**src/rtl/display_pkg.sv**
```systemverilog
// -----------------------------------------------------------------------------
// display_pkg
// Shared definitions for the score/lives display path: BCD digit width,
// the converter state encoding, the BCD digit type and a small constant
// helper used for elaboration-time range checks.
// -----------------------------------------------------------------------------
package display_pkg;

    localparam int DIGIT_W = 4;

    typedef enum logic [1:0] {
        IDLE,
        SHIFT
    } b2b_state_t;

    typedef logic [DIGIT_W-1:0] bcd_digit_t;

    // 10**n as a 64-bit constant; used to check that DIGITS decimal digits
    // can hold the largest BIN_W-bit value.
    function automatic longint pow10(input int n);
        longint acc;
        acc = 1;
        for (int i = 0; i < n; i++) begin
            acc = acc * 10;
        end
        return acc;
    endfunction

endpackage

```
**src/rtl/bcd_add3.sv**
```systemverilog
// -----------------------------------------------------------------------------
// bcd_add3
// Combinational double-dabble correction for one BCD digit: digits of 5 or
// more get +3 so that the following left shift carries correctly into the
// next decimal digit. The largest result (9+3=12) still fits in 4 bits.
// Ports:
//   digit      in   DIGIT_W  scratch digit before the shift
//   corrected  out  DIGIT_W  digit after the conditional +3
// -----------------------------------------------------------------------------
module bcd_add3
    import display_pkg::*;
(
    input  logic [DIGIT_W-1:0] digit,
    output logic [DIGIT_W-1:0] corrected
);

    assign corrected = (digit >= DIGIT_W'(5)) ? digit + DIGIT_W'(3) : digit;

endmodule

```
**src/rtl/bin_to_bcd_seq.sv**
```systemverilog
// -----------------------------------------------------------------------------
// bin_to_bcd_seq
// Sequential binary-to-BCD converter (shift-add-3 / double dabble). Converts
// the binary score/lives counters into packed BCD digits, one digit per HEX
// display. One bit is consumed per clock, so a conversion takes BIN_W+1
// cycles from the accepted start to the done pulse. The bcd result register
// is only written in the done cycle, so downstream displays never see the
// intermediate scratch digits.
// Ports:
//   clk    in   1         system clock, rising edge
//   reset  in   1         synchronous, active-high reset
//   start  in   1         conversion request, sampled only while idle
//   bin    in   BIN_W     binary value, captured when start is accepted
//   busy   out  1         high while a conversion is in progress
//   done   out  1         one-cycle pulse, bcd updated in the same cycle
//   bcd    out  4*DIGITS  packed BCD result, [3:0] = ones digit
// -----------------------------------------------------------------------------
module bin_to_bcd_seq
    import display_pkg::*;
#(
    parameter int BIN_W  = 10,
    parameter int DIGITS = 4
) (
    input  logic                       clk,
    input  logic                       reset,
    input  logic                       start,
    input  logic [BIN_W-1:0]           bin,
    output logic                       busy,
    output logic                       done,
    output logic [DIGIT_W*DIGITS-1:0]  bcd
);

    localparam int BCD_W = DIGIT_W * DIGITS;
    localparam int CNT_W = $clog2(BIN_W + 1);

    // The top digit never shifts out a 1 only if DIGITS decimal digits can
    // represent every BIN_W-bit value.
    generate
        if (!(pow10(DIGITS) > ((longint'(1) << BIN_W) - 1))) begin : g_param_check
            $error("bin_to_bcd_seq: DIGITS=%0d too small for BIN_W=%0d", DIGITS, BIN_W);
        end
    endgenerate

    b2b_state_t             state_reg;
    logic [BIN_W-1:0]       sr_reg;
    logic [BCD_W-1:0]       digits_reg;
    logic [CNT_W-1:0]       cnt_reg;
    logic                   busy_reg;
    logic                   done_reg;
    logic [BCD_W-1:0]       bcd_reg;

    logic [BCD_W-1:0]       corrected;
    logic [BIN_W:0]         sr_rot;
    logic [BCD_W-1:0]       digits_next;
    logic [BIN_W-1:0]       sr_next;

    // Per-digit +3 correction, all digits in parallel.
    generate
        for (genvar gi = 0; gi < DIGITS; gi++) begin : g_add3
            bcd_add3 u_add3 (
                .digit     (digits_reg[gi*DIGIT_W +: DIGIT_W]),
                .corrected (corrected[gi*DIGIT_W +: DIGIT_W])
            );
        end
    endgenerate

    // {digits, sr} moves left by one. The bit leaving the top digit is
    // always 0 and wraps into the vacated sr LSB, where it is never used
    // as data (only sr's MSB is ever consumed).
    assign sr_rot      = {sr_reg, corrected[BCD_W-1]};
    assign sr_next     = sr_rot[BIN_W-1:0];
    assign digits_next = {corrected[BCD_W-2:0], sr_rot[BIN_W]};

    always_ff @(posedge clk) begin
        if (reset) begin
            state_reg  <= IDLE;
            sr_reg     <= '0;
            digits_reg <= '0;
            cnt_reg    <= '0;
            busy_reg   <= 1'b0;
            done_reg   <= 1'b0;
            bcd_reg    <= '0;
        end else begin
            done_reg <= 1'b0;
            case (state_reg)
                IDLE: begin
                    if (start) begin
                        sr_reg     <= bin;
                        digits_reg <= '0;
                        cnt_reg    <= CNT_W'(BIN_W);
                        busy_reg   <= 1'b1;
                        state_reg  <= SHIFT;
                    end
                end
                SHIFT: begin
                    digits_reg <= digits_next;
                    sr_reg     <= sr_next;
                    cnt_reg    <= cnt_reg - CNT_W'(1);
                    // Last bit shifted in: publish the result this edge.
                    if (cnt_reg == CNT_W'(1)) begin
                        bcd_reg   <= digits_next;
                        done_reg  <= 1'b1;
                        busy_reg  <= 1'b0;
                        state_reg <= IDLE;
                    end
                end
                default: begin
                    busy_reg  <= 1'b0;
                    state_reg <= IDLE;
                end
            endcase
        end
    end

    assign busy = busy_reg;
    assign done = done_reg;
    assign bcd  = bcd_reg;

endmodule

```
**config.mk**
```make
export PLATFORM = sky130hd
export DESIGN_NAME = bin_to_bcd_seq
export DESIGN_NICKNAME = d
export VERILOG_FILES = /design/src/rtl/display_pkg.sv /design/src/rtl/bcd_add3.sv /design/src/rtl/bin_to_bcd_seq.sv
export SDC_FILE = /design/constraint.sdc
export NUM_CORES = 1
export LEC_CHECK = 0
export CAP_MARGIN = 15
export CORE_UTILIZATION = 23
export DETAILED_ROUTE_END_ITERATION = 7
export PLACE_DENSITY_LB_ADDON = 0.2
export SLEW_MARGIN = 5
export SYNTH_ARGS = -nofsm -noshare
export SYNTH_HDL_FRONTEND = slang
export SYNTH_SLANG_ARGS = --single-unit
```
**constraint.sdc**
```tcl
create_clock -name clk -period 1.4 [get_ports clk]
set_clock_uncertainty 0.15 [all_clocks]
set_input_delay 0.21 -clock clk [delete_from_list [all_inputs] [get_ports clk]]
set_output_delay 0.21 -clock clk [all_outputs]
set_load 0.05 [all_outputs]
```
==> run_results.csv <==
group,metric,value,unit
outcome,outcome,"complete, but fails checks",
outcome,violations,"setup timing",
layout,drive_above_1_share,39.59,%
timing,finalWorstSetupSlack,-0.1240,ns
place,port_buffers,30,
timing,finalCriticalPeriod,1.524,ns
synthesis,synth_compound_area_share,19.81,%
drt,viasPerCell,4.611,
synthesis,yosysTopAreaCell,"dfxtp_1",
worst_setup_path,arrival,1.58,ns
min_path,holdCritStartpoint,"bcd[7]",
pwr,ir_worst_vdd,500.9,uV
clock_tree,clkSlewWorstSetupHoldPaths,0.10,ns
flow_run,drv_cap,0,
worst_setup_path,crit_type,"flip-flop to flip-flop",
worst_setup_path,crit_path_max_incr_delay,0.36,ns
floorplan,core-area,8891,sq um
layout,antenna_cells,0,
timing,grt_setup_unrepaired,"yes",
layout,fin_util,38.12,%
synthesis,synthTopCellsByArea,"dfxtp_1 (44%), mux2i_1 (6.5%), ha_1 (5.8%), a21oi_1 (5.1%), nor2_1 (4.3%)",
worst_setup_path,start_kind,"flip-flop",
min_path,hold_depth,2,
layout,areaGrowthSynthToFinish,56.95,%
synthesis,yosysWarnings,0,
floorplan,die_area,9781,sq um
worst_setup_path,crit_buf_inv,1,
clock_tree,tritoncts,"yes",
synthesis,synthCells,233,
timing,slew_headroom,62.55,%
worst_setup_path,r2r_start,"digits_reg[5]",
synthesis,ys_ff_latch,48,
drt,drt-wirelength-per-cell,13.25,um
clock_tree,root_buffer,"clkbuf_8",
clock_tree,clockBufferDepth,2,
clock_tree,numCtsBuffers,5,
synthesis,yosysTopAreaCellShare,44.50,%
pwr,combPwrFrac,11.8,%
worst_setup_path,rrSetupSlack,-0.12,ns
place,dpl_worst_slack,-0.3844,ns
worst_setup_path,cpLargestDelayFamily,"compound AO/OA/AOI/OAI gates",
pwr,powerDensity,826.8,nW/um^2
worst_setup_path,r2r_cells,6,
pwr,swShare,24.70,%
synthesis,synth_top_family_by_area,"compound AO/OA/AOI/OAI gates",
drt,drtIter0Drc,61,
floorplan,initial_core_util,24.29,%
place,hpwl,3677,um
min_path,hold_end,"bcd[7]",
pwr,p_clk_share,37.5,%
drt,drt-pass1-iter-count,4,
clock_tree,clock-sinks,48,
synthesis,synth_xor_area_share,2.028,%
layout,layout_commonest_cell,"dfxtp_1",
timing,hold_ws,0.3381,ns
clock_tree,insertion_delay,0.30,ns
clock_tree,cts_max_level,2,
worst_setup_path,cp-end-kind,"flip-flop",
clock_tree,cts_hold_buf,0,
floorplan,ios,31,
floorplan,rows,34,
timing,tightestPinTransition,0.5597,ns
layout,final_cell_mix,"dfxtp_1 (36), buf_4 (30), nor2_1 (24), buf_12 (20), a21oi_1 (19)",
drt,drtAntennaViolNets,0,
pwr,p_sw,692.3,uW
synthesis,muxShareOfSynthArea,6.489,%
drt,drc,0,
global_routing,grt_pass1_vias,1764,
drt,vias,1849,
timing,setup-tns-final,-1.699,ns
global_routing,grt_max_degree,19,
worst_setup_path,r2r_end,"digits_reg[6]",
drt,wl,5312,um
timing,final.period_utilization,108.9,%
worst_setup_path,worst_path_max_delay_cell,"dfxtp_2",
worst_setup_path,worstPathRequired,1.45,ns
floorplan,die_y,98.90,um
min_path,hold_path.class,"flip-flop to flip-flop",
timing,final_hold_viol_count,0,
global_routing,antenna_found_initial,0,
synthesis,synth.distinct_cells,28,
global_routing,overflow,0,
timing,drv_slew,0,
worst_setup_path,cp_max_fo,3,
floorplan,dieWidth,98.90,um
pwr,intPower,2110,uW
layout,nets,315,
global_routing,grt.total_usage,11.13,%
synthesis,syn_area_per_cell,9.269,sq um
global_routing,grt_pass1_wl,8569,um
synthesis,synthesis.nets,256,
pwr,seqPwrFrac,50.7,%
synthesis,seq_area_frac_synth,44.50,%
place,gp_congestion,0.7351,
timing,finalSetupViolations,18,
pwr,power,2803,uW
synthesis,synth-simple-area-share,15.87,%
synthesis,synth_area,2160,sq um
synthesis,synth-adder-area-share,5.794,%
pwr,p_leak,0.001324,uW
timing,timing.fmax,656.2,MHz
worst_setup_path,worstPathCellList,"inv_4, ha_4, nand2b_4, a21o_1, mux2i_2, a32o_1",
## through the flow
step / cell area [sq um] / instances
final: 3390 / 401
after global routing: 3390 / 401
after CTS: 3282 / 398
after detailed placement: 3079 / 388
after global placement: 3079 / 388
after floorplan: 2303 / 233
## power by group through the flow
| stage | sequential [uW] | combinational [uW] | clock [uW] |
|---|---|---|---|
| after floorplan | 1460 | 169 | 0 |
| after detailed placement | 1450 | 303 | 0 |
| after CTS | 1420 | 330 | 1090 |
| after global placement | 1450 | 301 | 0 |
| after global routing | 1420 | 362 | 1150 |
| final | 1420 | 332 | 1050 |
## cell usage after synthesis
cell / count
nand2b_4: 1
a32o_1: 8
buf_6: 2
nand3b_1: 1
nor2_1: 25
buf_4: 2
inv_1: 11
nor3b_1: 8
clkbuf_1: 7
buf_2: 2
nand2_1: 7
and4bb_4: 1
nand2b_1: 6
nor3_1: 8
nand3_1: 6
dfxtp_1: 48
inv_2: 1
a22o_1: 10
nor2b_1: 1
o21ai_1: 3
nor2_4: 1
a21o_1: 4
o21ai_0: 15
a211oi_1: 4
ha_1: 10
mux2i_1: 14
xnor2_1: 5
a21oi_1: 22
## cell type report
| cell class | count | area [sq um] |
|---|---|---|
| sequential | 48 | 983.4 |
| timing repair buffer | 65 | 800.8 |
| tap | 108 | 135.1 |
| clock inverter | 3 | 47.55 |
| fill | 895 | 5502 |
| inverter | 12 | 60.06 |
| clock buffer | 5 | 68.82 |
| multi-input combinational | 160 | 1294 |
## worst max path at each step
stage                        startpoint       endpoint  slack (ns)  cells past startpoint
after floorplan                    busy        bcd[10]       -0.10                      5
after global placement            start  digits_reg[4]       -0.34                      4
after detailed placement          start  digits_reg[5]       -0.38                      3
after CTS                 digits_reg[1]  digits_reg[1]       -0.14                      6
after global routing      digits_reg[5]  digits_reg[6]       -0.18                      6
final                     digits_reg[5]  digits_reg[6]       -0.12                      6
## timing repair
| item | CTS | global route |
|---|---|---|
| pin swaps | 6 | 7 |
| gates cloned | 1 | 0 |
| resized for setup | 19 | 25 |
| endpoints found under the setup margin | 31 | 40 |
| setup buffers | 2 | 3 |
| hold endpoints to repair | 0 | 0 |
## worst reg2reg max path, cell delays in order (launching register included)
cell,delay (ns)
dfxtp_2,0.36
inv_4,0.06
ha_4,0.14
nand2b_4,0.13
a21o_1,0.20
mux2i_2,0.18
a32o_1,0.20
## per-layer routing
metal,vias to the layer above,GRT usage (%),share of wire (%)
li1,942,-,-
met1,872,13.59,48
met2,30,19.37,48
met3,5,2.979,4.0
met4,0,2.755,0.56
met5,-,0,0
## cells by family after synthesis
family | Yosys count
compound gates | 66
simple gates | 65
flops | 48
buf+inv | 25
mux | 14
fa+ha+maj | 10
xor+xnor | 5
No activity file was read; power rests on OpenSTA's default activity.
